==> src/rtl/rr_packet_stream_arbiter.sv <==
// Packet-granular round-robin arbiter: NUM_REQ ready/valid streams onto one registered output.
// Latency 1 cycle accept->valid_out; 2-entry output stage absorbs two beats when ready_in is low.
module rr_packet_stream_arbiter #(
    parameter int NUM_REQ    = 4,
    parameter int DATA_WIDTH = 8,
    parameter int ID_WIDTH   = 2
) (
    input  logic                          clk,
    input  logic                          reset,
    input  logic [NUM_REQ-1:0]            req_valid,
    input  logic [NUM_REQ*DATA_WIDTH-1:0] req_data,
    input  logic [NUM_REQ-1:0]            req_last,
    output logic [NUM_REQ-1:0]            req_ready,
    input  logic                          ready_in,
    output logic                          valid_out,
    output logic [DATA_WIDTH-1:0]         data_out,
    output logic                          last_out,
    output logic [ID_WIDTH-1:0]           id_out
);

    typedef enum logic {
        IDLE,
        LOCKED
    } state_t;

    typedef struct packed {
        logic [DATA_WIDTH-1:0] dat;
        logic                  last;
        logic [ID_WIDTH-1:0]   id;
    } beat_t;

    localparam logic [ID_WIDTH-1:0] LAST_ID = ID_WIDTH'(NUM_REQ - 1);

    function automatic logic [ID_WIDTH-1:0] next_id(input logic [ID_WIDTH-1:0] id);
        return (id == LAST_ID) ? '0 : id + ID_WIDTH'(1);
    endfunction

    state_t              state, state_nxt;
    logic [ID_WIDTH-1:0] rr_ptr, rr_ptr_nxt;
    logic [ID_WIDTH-1:0] owner, owner_nxt;

    logic [2*NUM_REQ-1:0] valid_dbl;
    logic [NUM_REQ-1:0]   valid_rot;
    logic [ID_WIDTH-1:0]  arb_idx;
    logic                 arb_found;

    logic [ID_WIDTH-1:0]   grant;
    logic [NUM_REQ-1:0]    grant_oh;
    logic                  grant_vld;
    logic                  space;
    logic                  accept;
    beat_t                 in_beat;

    beat_t prim, skid;
    logic  prim_vld, skid_vld;

    // Rotate valids so bit 0 is the rr pointer; first set bit wins.
    always_comb begin
        logic [ID_WIDTH:0] sum;
        valid_dbl = {req_valid, req_valid} >> rr_ptr;
        valid_rot = valid_dbl[NUM_REQ-1:0];
        arb_idx   = rr_ptr;
        arb_found = 1'b0;
        sum       = '0;
        for (int k = 0; k < NUM_REQ; k++) begin
            if (!arb_found && valid_rot[k]) begin
                arb_found = 1'b1;
                sum = {1'b0, rr_ptr} + (ID_WIDTH+1)'(k);
                if (sum >= (ID_WIDTH+1)'(NUM_REQ)) begin
                    sum = sum - (ID_WIDTH+1)'(NUM_REQ);
                end
                arb_idx = sum[ID_WIDTH-1:0];
            end
        end
    end

    assign grant     = (state == LOCKED) ? owner : arb_idx;
    assign grant_oh  = NUM_REQ'(1) << grant;
    assign grant_vld = |(req_valid & grant_oh);
    assign space     = ~skid_vld;
    assign req_ready = {NUM_REQ{~reset & space & grant_vld}} & grant_oh;
    assign accept    = |(req_valid & req_ready);

    always_comb begin
        in_beat = '0;
        for (int i = 0; i < NUM_REQ; i++) begin
            if (grant_oh[i]) begin
                in_beat.dat = req_data[i*DATA_WIDTH +: DATA_WIDTH];
            end
        end
        in_beat.last = |(req_last & grant_oh);
        in_beat.id   = grant;
    end

    always_comb begin
        state_nxt  = state;
        rr_ptr_nxt = rr_ptr;
        owner_nxt  = owner;
        if (accept) begin
            case (state)
                IDLE: begin
                    if (in_beat.last) begin
                        rr_ptr_nxt = next_id(grant);
                    end else begin
                        state_nxt = LOCKED;
                        owner_nxt = grant;
                    end
                end
                LOCKED: begin
                    if (in_beat.last) begin
                        state_nxt  = IDLE;
                        rr_ptr_nxt = next_id(owner);
                    end
                end
                default: state_nxt = IDLE;
            endcase
        end
    end

    always_ff @(posedge clk) begin
        if (reset) begin
            state  <= IDLE;
            rr_ptr <= '0;
            owner  <= '0;
        end else begin
            state  <= state_nxt;
            rr_ptr <= rr_ptr_nxt;
            owner  <= owner_nxt;
        end
    end

    // Skid is only ever filled while primary is full, so an accept never finds primary empty with skid full.
    always_ff @(posedge clk) begin
        if (reset) begin
            prim     <= '0;
            skid     <= '0;
            prim_vld <= 1'b0;
            skid_vld <= 1'b0;
        end else if (accept) begin
            if (!prim_vld || ready_in) begin
                prim     <= in_beat;
                prim_vld <= 1'b1;
            end else begin
                skid     <= in_beat;
                skid_vld <= 1'b1;
            end
        end else if (prim_vld && ready_in) begin
            if (skid_vld) begin
                prim     <= skid;
                skid_vld <= 1'b0;
            end else begin
                prim_vld <= 1'b0;
            end
        end
    end

    assign valid_out = prim_vld;
    assign data_out  = prim.dat;
    assign last_out  = prim.last;
    assign id_out    = prim.id;

endmodule

==> config.mk <==
export PLATFORM = sky130hd
export DESIGN_NAME = rr_packet_stream_arbiter
export DESIGN_NICKNAME = d
export VERILOG_FILES = /design/src/rtl/rr_packet_stream_arbiter.sv
export SDC_FILE = /design/constraint.sdc
export NUM_CORES = 1
export LEC_CHECK = 0
export CORE_UTILIZATION = 40
export DETAILED_ROUTE_END_ITERATION = 12
export PLACE_DENSITY = 0.7
export SYNTH_ARGS = -nofsm -noshare
export SYNTH_HDL_FRONTEND = slang
export SYNTH_SLANG_ARGS = --single-unit
export TNS_END_PERCENT = 1
==> constraint.sdc <==
create_clock -name clk -period 10.12 [get_ports clk]
set_input_delay 2.53 -clock clk [delete_from_list [all_inputs] [get_ports clk]]
set_output_delay 2.53 -clock clk [all_outputs]
set_load 0.005 [all_outputs]
---- Word level (Yosys, flattened, before mapping) ----
Cells that the tools add are included.
word-level totals
  register bits after elaboration ......... 29
  input bits .............................. 43
  output and inout port bits .............. 16
  word-level logic and storage cells ...... 97
operators by class
  $add $sub $neg .......................... 9
  $lt $le $gt $ge ......................... 4
  eq/ne operators ......................... 7
  shift operators ......................... 2
  mux-type cells .......................... 33
  bitwise logic cells ..................... 11
  reductions and logical operators ........ 20
operator list
  kind                   count
  $mux W11               4
  $mux W8                4
  $mux W2                13
  $and A4 B4 Y4          4
  $reduce_and A3 Y1      4
  $reduce_or A4 Y1       3
  $mux W1                11
  $ge A3 B3 Y1 const B   3
  $shr A8 B2 Y4          1
  $sub A2 B1 Y2 const B  4
  $add A2 B2 Y3 const B  2
  $ne A2 B2 Y1 const B   3
  $not A1 Y1             5
  $add A2 B1 Y2 const B  2
  $eq A2 B2 Y1 const B   2
  $logic_and A1 B1 Y1    4
  $logic_not A1 Y1       4
  $ne A2 B1 Y1 const B   2
  $pmux W2 S2            1
  $reduce_and A2 Y1      2
  $reduce_bool A2 Y1     2
  $shl A1 B2 Y4 const A  1
  $add A2 B1 Y3 const B  1
  $ge A2 B3 Y1 const B   1
  other kinds (2)        3

---- Logic depth before layout (Yosys ltp) ----
Gate-level depths: netlist of run 1.
  depth in word-level cells ............... 21
  gate-level depth with buffers ........... 15
  depth with buffers taken out ............ 12

---- Worst setup path after synthesis of run 1 ----
Ideal clock, no wire load.
  path kind ............................... input port to output port
  from .................................... input req_valid[0]
  to ...................................... output req_ready[0]
  arrival time ............................ 4.500 ns
  required time ........................... 7.590 ns
  slack ................................... 3.090 ns
  stages .................................. 11
  buffers on the path ..................... 2
  cell sequence ........................... clkbuf_1 nor2_1 a211oi_1 a21oi_1 mux2_2 ha_1 a22oi_1 nand2_1 a221o_2 buf_6 and3_1
between the ends
  word-level cells in the longest chain between the ends .. 17
  elaborated cells between the ends (all ways) .. 20
  classes of those cells .................. shift: 2; mux: 8; bitwise: 3; reduce/logical: 7
ends and longest elaborated chain
  element              line  text
  from (decl)          10    input logic [NUM_REQ-1:0] req_valid,
  $shr A8 B2 Y4        60    valid_dbl = {req_valid, req_valid} >> rr_ptr;
  $mux W1              66    if (!arb_found && valid_rot[k]) begin
  $logic_not A1 Y1     66
  $logic_and A1 B1 Y1  66
  $mux W1              66
  $logic_not A1 Y1     66
  $logic_and A1 B1 Y1  66
  $mux W1              66
  $logic_not A1 Y1     66
  $logic_and A1 B1 Y1  66
  $mux W2              66
  $mux W2              77    assign grant = (state == LOCKED) ? owner : arb_idx;
  $shl A1 B2 Y4        78    assign grant_oh = NUM_REQ'(1) << grant;
  $and A4 B4 Y4        79    assign grant_vld = |(req_valid & grant_oh);
  $reduce_or A4 Y1     79
  $and A1 B1 Y1        81    assign req_ready = {NUM_REQ{~reset & space & grant_vld}} & grant_oh;
  $and A4 B4 Y4 *      81
  to (decl)            13    output logic [NUM_REQ-1:0] req_ready,
Every way passes the cells marked *; elsewhere a longest branch is shown, timed or not.

---- Worst setup path in the final report of run 1 ----
  from .................................... input req_valid[0]
  to ...................................... output req_ready[2]
between the ends
  word-level cells in the longest chain between the ends .. 17
  elaborated cells between the ends (all ways) .. 20
  classes of those cells .................. shift: 2; mux: 8; bitwise: 3; reduce/logical: 7
ends and longest elaborated chain
  element              line  text
  $shr A8 B2 Y4 *      60
  $mux W1              66
  $logic_not A1 Y1     66
  $logic_and A1 B1 Y1  66
  $mux W1              66
  $logic_not A1 Y1     66
  $logic_and A1 B1 Y1  66
  $mux W1              66
  [2 not listed]       -
  $mux W2 *            66
  $mux W2 *            77
  net grant[0]         47    logic [ID_WIDTH-1:0] grant;
  $shl A1 B2 Y4 *      78
  $and A4 B4 Y4        79
  $reduce_or A4 Y1     79
  $and A1 B1 Y1        81
  $and A4 B4 Y4 *      81
Mark *: on every way through the listed nets, which the timed path passes. The rest lies on a longest branch.

==> flow_summary_export.csv, run 1 <==
group,metric,value,unit
outcome,status,"finished, final reports clean",
die,rows,24,
hold_path,hold_class,"reg -> reg",
setup_path,reg2reg_depth,12,
setup_path,r2r_start,"rr_ptr[1]",
drt,drt-initial-drc-count,153,
power_and_ir_drop,power.leakage,0.931,nW
die,dieWidth,71.6,µm
drt,drc,0,
cts,clk_pin_slew,0.05,ns
cts,cts.repair.resized,0,
drt,wl,5370,µm
layout,nFillCells,419,
power_and_ir_drop,vdd_ir_drop_max,113,µV
drt,firstDrtPassIters,4,
layout,final_common_cell,"clkdlybuf4s50_1",
timing,hold_violations,0,
layout,insertedDiodeCount,0,
setup_path,cp_common_cell,"clkdlybuf4s50_1",
setup_path,slowest_stage,"ha_1",
synth,ys_seq_elements,29,
synth,synth.area.top_cells,"dfxtp_1 30%, o21ai_0 7.8%, nand2_1 4.5%",
cts,worstSkewPairLatency,0.28,ns
setup_path,crit_cells,13,
layout,final_cell_mix,"58 x clkdlybuf4s50_1, 30 x o21ai_0, 29 x dfxtp_1, 23 x nand2_1, 19 x inv_1",
timing,finalSetupViolCount,0,
placed_design,port_buffers,58,
grt,grt_remaining_overflow,0,
layout,drive_above_1_share,6.62,%
setup_path,cp-start-kind,"input pin",
placed_design,gp_routability_congestion,0.945,
cts,clock_path_buffers,2,
setup_path,cp.buffers_inverters,3,
setup_path,max_stage_delay,0.70,ns
grt,grt_pass1_vias,1904,
power_and_ir_drop,p_per_area,178,nW/µm²
cts,post-cts-setup-buffers,0,
setup_path,path_class,"in -> out",
die,fp.dieArea,5120,µm²
setup_path,path_delay_family,"buffers and inverters",
synth,syn_avg_cell_area,7.68,µm²
timing,worst_clock_skew,0.00902,ns
die,ios,59,
grt,antenna_found_initial,0,
drt,vias,1994,
grt,grt_pass1_wl,9090,µm
synth,synth_top_area_cell,"dfxtp_1",
timing,fmax,117,MHz
setup_path,cp_max_fo,27,
grt,grtUsageTotal,22.5,%
timing,finalMaxSlewViolations,0,
timing,rsz0062_at_grt,"false",
timing,final.period_utilization,84.5,%
die,initial_utilization,43.0,%
setup_path,worstPathRequired,7.59,ns
synth,synthDistinctLibCells,52,
setup_path,crit_start,"req_valid[0]",
synth,ys_warn_count,0,
cts,cts.sinks,29,
synth,syn_nets,298,
synth,synth_edf_count,0,
die,die_height,71.6,µm
synth,synth_area,1940,µm²
timing,period_minus_slack,8.55,ns
cts,cts_buffers,5,
cts,htreeDepth,2,
cts,cts_tree,"built",
drt,ant_nets,0,
placed_design,dp_hpwl,3870,µm
grt,grt_max_degree,34,
synth,synth_ff_type,"dfxtp_1",
setup_path,endpoint_kind,"output pin",
timing,slew_headroom,40.6,%
run,max-cap-violations,0,
setup_path,rrSetupSlack,6.50,ns
layout,synthToLayoutAreaGrowth,34.0,%
drt,routed_via_density,5.63,
cts,hold_buffers,0,
synth,synthCells,252,
setup_path,crit_path_cell_trace,"clkdlybuf4s50_1 > nor2b_1 > o21ai_0 > nand3_1 > o21a_1 > inv_1 > ha_1 > a22oi_1 > nand2_1 > a221o_2 > nand2_4 > nor2_1 > clkdlybuf4s50_1",
hold_path,hold_depth,2,
cts,cts_root_buf,"clkbuf_8",
hold_path,min_from,"skid[9]",
layout,fin_util,57.6,%
synth,yosysSeqAreaShare,30.0,%
timing,setup-tns-final,0,ns
die,coreArea,4500,µm²
synth,async_flop_share,0,%
timing,tightestPinTransition,0.891,ns
layout,fin_nets,348,
setup_path,cp.arrival,6.02,ns
drt,wl_per_cell,15.2,µm
synth,synth_top_area_share,30.0,%
[routing by layer]
metal  vias to the layer above  GRT usage, %  part of all wire (%)
li1                       1019             -                     -
met1                       903          31.5                    48
met2                        64          34.5                    45
met3                         8          4.92                   5.1
met4                         0          7.19                   1.5
met5                         -             0                     0
[sequential cells by signal, indices dropped and copies added, names as in the netlist]
| name | count |
|---|---|
| data_out | 8 |
| id_out | 2 |
| last_out | 1 |
| owner | 2 |
| rr_ptr | 2 |
| skid | 11 |
| skid_vld | 1 |
| state | 1 |
| valid_out | 1 |
[cells in the mapped netlist, types with 2 or more instances]
cell type  number
and3_1          3
buf_6           2
clkbuf_1        9
a31oi_1         2
ha_1            3
mux2i_1         2
o21a_1          2
nor3_1          3
nand3_1         2
mux2_2          2
nor2b_1         4
buf_2           5
a221oi_1        8
a22oi_1         9
a211oi_1        5
nor3b_1         8
a311oi_1        2
nand2_1        23
inv_1          19
o211ai_1        8
o21ai_0        30
a21oi_1        17
nor2_1         17
dfxtp_1        29
nand2b_1       10
and2_1          2
[cells by family (layout without fill, tap and decap cells)]
family                   after synthesis  in the layout  synth area share [%]
AO/OA/AOI/OAI                         99             99                  34.6
XOR/XNOR                               2              2                 0.905
adder cells (fa/ha/maj)                3              3                  1.94
flip-flops                            29             29                  30.0
buffers and inverters                 35             85                  7.89
multiplexers                           5              5                  2.78
AND/OR/NAND/NOR                       79             79                  21.9
[stage by stage]
stage               area [µm²]  hold WS (ns)  setup slack [ns]  std cells  power, mW
global placement          2510         0.446              1.72        347      0.365
global route              2590         0.470              1.18        354      0.494
finish                    2590         0.460              1.57        354      0.462
CTS                       2590         0.460              1.64        354      0.460
floorplan                 1940         0.436              3.09        252      0.287
detailed placement        2510         0.450              1.66        347      0.365
[where the power goes]
part	switching, mW	leakage [nW]	total, mW	internal (mW)
clock	0.0424	0.0443	0.0962	0.0538
combinational	0.109	0.651	0.208	0.0990
sequential	0.0215	0.236	0.157	0.136
total	0.173	0.931	0.462	0.288
[path summary, 6_finish.rpt]
check | endpoint
setup / recovery | req_ready[2]
hold / removal | skid[9]
setup reg to reg | last_out
hold reg to reg | skid[9]
[tightest hold or removal path, delay by kind of cell, from the launching register on]
family             cells  cell delay (ns)
AOI/OAI and AO/OA      1             0.05
DFF                    1             0.31
and+or+nand+nor        1             0.05
[cell type report]
class	count	area [µm²]	share of cell area, %
clock buffer	7	86.3	3.33
inverter	19	71.3	2.75
multi-input combinational	188	1200	46.4
tap	52	65.1	2.51
timing repair buffer	59	588	22.7
sequential	29	581	22.4
No activity file was read; power rests on OpenSTA's default activity.
==> run 2: changes to the inputs <==
- PLACE_DENSITY: 0.7 -> 0.73
- clock period: 10.12 -> 7.8 ns (I/O delays scaled with it)
==> run 2 against run 1 <==
- worst setup slack worse by 0.67 ns
- die area unchanged
- clock power up 43%
- highest routed layer unchanged
==> flow_summary_export.csv, run 2 (same netlist as run 1, synthesis figures left out) <==
group,metric,value,unit
cts,cts_buffers,5,
layout,final_common_cell,"clkdlybuf4s50_1",
power_and_ir_drop,vdd_ir_drop_max,102,µV
die,dieWidth,71.6,µm
cts,cts_root_buf,"clkbuf_8",
setup_path,cp-start-kind,"input pin",
drt,vias,2014,
grt,grtUsageTotal,21.8,%
timing,finalMaxSlewViolations,0,
drt,firstDrtPassIters,4,
grt,grt_remaining_overflow,0,
timing,setup-tns-final,0,ns
layout,drive_above_1_share,8.17,%
cts,clock_path_buffers,2,
cts,cts.sinks,29,
placed_design,port_buffers,58,
grt,grt_pass1_vias,1809,
layout,synthToLayoutAreaGrowth,35.9,%
setup_path,worstPathRequired,5.85,ns
setup_path,cp.arrival,4.95,ns
drt,routed_via_density,5.63,
grt,antenna_found_initial,0,
cts,post-cts-setup-buffers,0,
hold_path,hold_class,"reg -> reg",
drt,ant_nets,0,
run,max-cap-violations,0,
drt,wl_per_cell,14.5,µm
drt,drt-initial-drc-count,146,
cts,htreeDepth,2,
setup_path,path_class,"in -> out",
power_and_ir_drop,p_per_area,234,nW/µm²
placed_design,dp_hpwl,3780,µm
grt,grt_pass1_wl,8650,µm
layout,fin_nets,351,
setup_path,cp_max_fo,11,
setup_path,endpoint_kind,"output pin",
cts,cts.repair.resized,0,
outcome,status,"finished, final reports clean",
grt,grt_max_degree,34,
layout,largest_reg_flops,11,
die,fp.dieArea,5120,µm²
die,coreArea,4500,µm²
layout,fin_util,58.4,%
power_and_ir_drop,power.leakage,0.956,nW
layout,top_register,"skid",
timing,slew_headroom,60.3,%
timing,final.period_utilization,88.4,%
cts,clk_pin_slew,0.06,ns
drt,wl,5200,µm
timing,tightestPinTransition,0.593,ns
timing,hold_violations,0,
timing,worst_clock_skew,0.00309,ns
die,die_height,71.6,µm
cts,worstSkewPairLatency,0.28,ns
placed_design,gp_routability_congestion,0.887,
timing,rsz0062_at_grt,"false",
timing,finalSetupViolCount,0,
die,ios,59,
layout,insertedDiodeCount,0,
cts,cts_tree,"built",
layout,final_cell_mix,"58 x clkdlybuf4s50_1, 30 x o21ai_0, 29 x dfxtp_1, 23 x nand2_1, 19 x inv_1",
die,initial_utilization,43.0,%
timing,period_minus_slack,6.90,ns
drt,drc,0,
timing,fmax,145,MHz
cts,hold_buffers,0,
die,rows,24,
## run 2: cell types whose count changed in the layout (fill, tap and decap cells not counted), sizes merged
cell / previous run / this run
buf: 1 / 4
clkinv: 0 / 1
## run 2: worst max-delay path, stage by stage
cell and delay (ns):
clkdlybuf4s50_1 0.56, nor2b_1 0.21, o21ai_0 0.22, nand3_1 0.13
o21a_1 0.24, ha_1 0.26, a22oi_1 0.23, nand2_1 0.08
a221o_2 0.41, and3_1 0.20, clkdlybuf4s50_1 0.44
## run 2: area by class of cell
type                    instances  area [µm²]
multi-input cells             188        1200
repair buffers                 62         611
clock inverters                 1        5.00
inverters                      19        71.3
fillers                       403        1870
flip-flops and latches         29         581
well taps                      52        65.1
clock buffers                   7        96.3
## run 2: final timing paths
path	startpoint	end	slack, ns	cells past startpoint
setup / recovery	req_valid[0]	req_ready[0]	0.90	11
hold / removal	skid[10]	skid[10]	0.46	2
hold reg to reg	skid[10]	skid[10]	0.46	2
setup reg to reg	rr_ptr[1]	data_out[5]	4.73	12
## run 2: per-stage QoR
step / worst slack [ns] / hold WS (ns) / power, mW / cells / instance area, µm²
2_1_floorplan: 1.93 / 0.436 / 0.373 / 252 / 1940
3_3_place_gp: 0.960 / 0.445 / 0.477 / 350 / 2530
3_5_place_dp: 0.925 / 0.451 / 0.480 / 350 / 2530
4_1_cts: 0.916 / 0.460 / 0.618 / 358 / 2630
5_1_grt: 0.644 / 0.475 / 0.659 / 358 / 2630
6_report: 0.902 / 0.456 / 0.617 / 358 / 2630
## run 2: where the power goes
group | switching, mW | leakage (nW) | internal [mW]
sequential | 0.0298 | 0.236 | 0.176
clock | 0.0584 | 0.0542 | 0.0796
combinational | 0.140 | 0.665 | 0.133
total | 0.228 | 0.956 | 0.388
## run 2: per-layer routing
metal  wire [µm]  vias to the layer above  track usage [%]  share of wire (%)
li1            -                     1027                -                  -
met1        2300                      900             29.2                 44
met2        2460                       82             35.4                 47
met3         387                        5             3.94                7.4
met5           0                        -                0                  0
met4          55                        0             7.41                1.1
==> run 3: changes to the inputs <==
- PLACE_DENSITY: 0.73 -> 0.7
- clock period: 7.8 -> 8 ns (I/O delays scaled with it)
==> run 3 against run 2 <==
- routed wire length is 6.0% higher
- power fell by 4.3%
- final cell count fell by 0.28%
- critical path type unchanged
- worst setup slack improved by 0.088 ns
- cell area fell by 0.57%
- hold slack improved by 0.0024 ns
- register-to-register slack better by 0.14 ns
- clock skew is 0.0023 ns higher
- critical endpoint is now req_ready[1]
- clock-buffer cell count is the same
- utilization shrank 0.33 points
==> flow_summary_export.csv, run 3 (same netlist as run 1, synthesis figures left out) <==
group,metric,value,unit
drt,vias,2038,
drt,routed_via_density,5.71,
layout,fin_nets,351,
timing,fmax,143,MHz
layout,synthToLayoutAreaGrowth,35.2,%
setup_path,cp_max_fo,11,
cts,clock_path_buffers,2,
layout,final_cell_mix,"58 x clkdlybuf4s50_1, 30 x o21ai_0, 29 x dfxtp_1, 23 x nand2_1, 19 x inv_1",
timing,period_minus_slack,7.01,ns
power_and_ir_drop,swShare,37.6,%
placed_design,port_buffers,58,
power_and_ir_drop,clockPowerShare,20.7,%
drt,drc,0,
drt,firstDrtPassIters,4,
power_and_ir_drop,vdd_ir_drop_max,107,µV
die,ios,59,
die,initial_utilization,43.0,%
grt,grt_max_degree,34,
layout,top_register,"skid",
placed_design,post-place-ws,0.986,ns
power_and_ir_drop,switching_power,0.222,mW
grt,grt_remaining_overflow,0,
outcome,status,"finished, final reports clean",
setup_path,cp-start-kind,"input pin",
power_and_ir_drop,p_per_area,226,nW/µm²
layout,drive_above_1_share,7.54,%
placed_design,dp_hpwl,4020,µm
timing,rsz0062_at_grt,"false",
grt,grt_pass1_vias,1893,
timing,hold_violations,0,
power_and_ir_drop,combPwrFrac,45.5,%
placed_design,gp_routability_congestion,0.879,
cts,cts.sinks,29,
cts,cts_buffers,5,
cts,hold_buffers,0,
timing,final.period_utilization,87.6,%
cts,clk_pin_slew,0.06,ns
die,die_height,71.6,µm
setup_path,endpoint_kind,"output pin",
timing,fin_ws,0.990,ns
grt,grtUsageTotal,22.3,%
drt,ant_nets,0,
setup_path,rrSetupSlack,4.87,ns
grt,grt_pass1_wl,8940,µm
die,fp.dieArea,5120,µm²
die,dieWidth,71.6,µm
power_and_ir_drop,power.leakage,0.946,nW
grt,antenna_found_initial,0,
cts,post-cts-setup-buffers,0,
cts,worstSkewPairLatency,0.28,ns
layout,fin_util,58.1,%
die,rows,24,
hold_path,hold_class,"reg -> reg",
timing,setup-tns-final,0,ns
run,max-cap-violations,0,
cts,cts_tree,"built",
cts,htreeDepth,2,
power_and_ir_drop,total_power,0.590,mW
power_and_ir_drop,internal-power,0.369,mW
cts,cts.repair.resized,0,
cts,cts_root_buf,"clkbuf_8",
timing,slew_headroom,60.1,%
timing,worst_clock_skew,0.00538,ns
setup_path,worstPathRequired,6.00,ns
power_and_ir_drop,seq_power_share,33.8,%
setup_path,cp.arrival,5.01,ns
die,coreArea,4500,µm²
timing,finalSetupViolCount,0,
setup_path,path_class,"in -> out",
layout,final_common_cell,"clkdlybuf4s50_1",
layout,stdcell_area,2620,µm²
drt,wl_per_cell,15.4,µm
layout,largest_reg_flops,11,
timing,finalMaxSlewViolations,0,
timing,tightestPinTransition,0.597,ns
placed_design,dpl_cell_area,2530,µm²
layout,insertedDiodeCount,0,
drt,wl,5510,µm
drt,drt-initial-drc-count,135,
-- run 3: area by class of cell --
class,instances,area [µm²]
clock buffer,7,86.3
fill,453,1890
inverter,19,71.3
multi-input combinational,188,1200
sequential,29,581
tap,52,65.1
timing repair buffer,62,611
-- run 3: worst paths after layout --
path	start	to	depth (start not counted)
max	req_valid[0]	req_ready[1]	11
min	skid[4]	skid[4]	2
max reg2reg	rr_ptr[1]	data_out[4]	12
min reg2reg	skid[4]	skid[4]	2
-- run 3: layer usage --
layer	vias to the layer above	share of wire (%)	GRT usage (%)
met2	56	47	36.5
met1	949	47	30.1
met5	-	0	0
met3	8	4.4	4.36
met4	0	1.5	6.32
li1	1025	-	-
-- run 3: worst max-delay path, cell delays in order --
cell             delay [ns]
clkdlybuf4s50_1        0.54
nor2b_1                0.21
o21ai_0                0.25
nand3_1                0.14
o21a_1                 0.24
ha_1                   0.27
a22oi_1                0.23
nand2_1                0.08
a221o_2                0.41
and3_1                 0.20
clkdlybuf4s50_1        0.44
-- run 3: power groups by stage --
stage / logic [mW] / clock network (mW) / registers, mW
2_1_floorplan: 0.171 / 0 / 0.193
3_3_place_gp: 0.265 / 0 / 0.201
5_1_grt: 0.297 / 0.129 / 0.204
6_report: 0.269 / 0.122 / 0.199
4_1_cts: 0.268 / 0.123 / 0.199
3_5_place_dp: 0.266 / 0 / 0.202
-- run 3: metrics by stage --
stage,std cells,hold WS [ns]
final,357,0.459
after global routing,357,0.493
after CTS,357,0.457
after detailed placement,350,0.448
after global placement,350,0.444
after floorplan,252,0.436
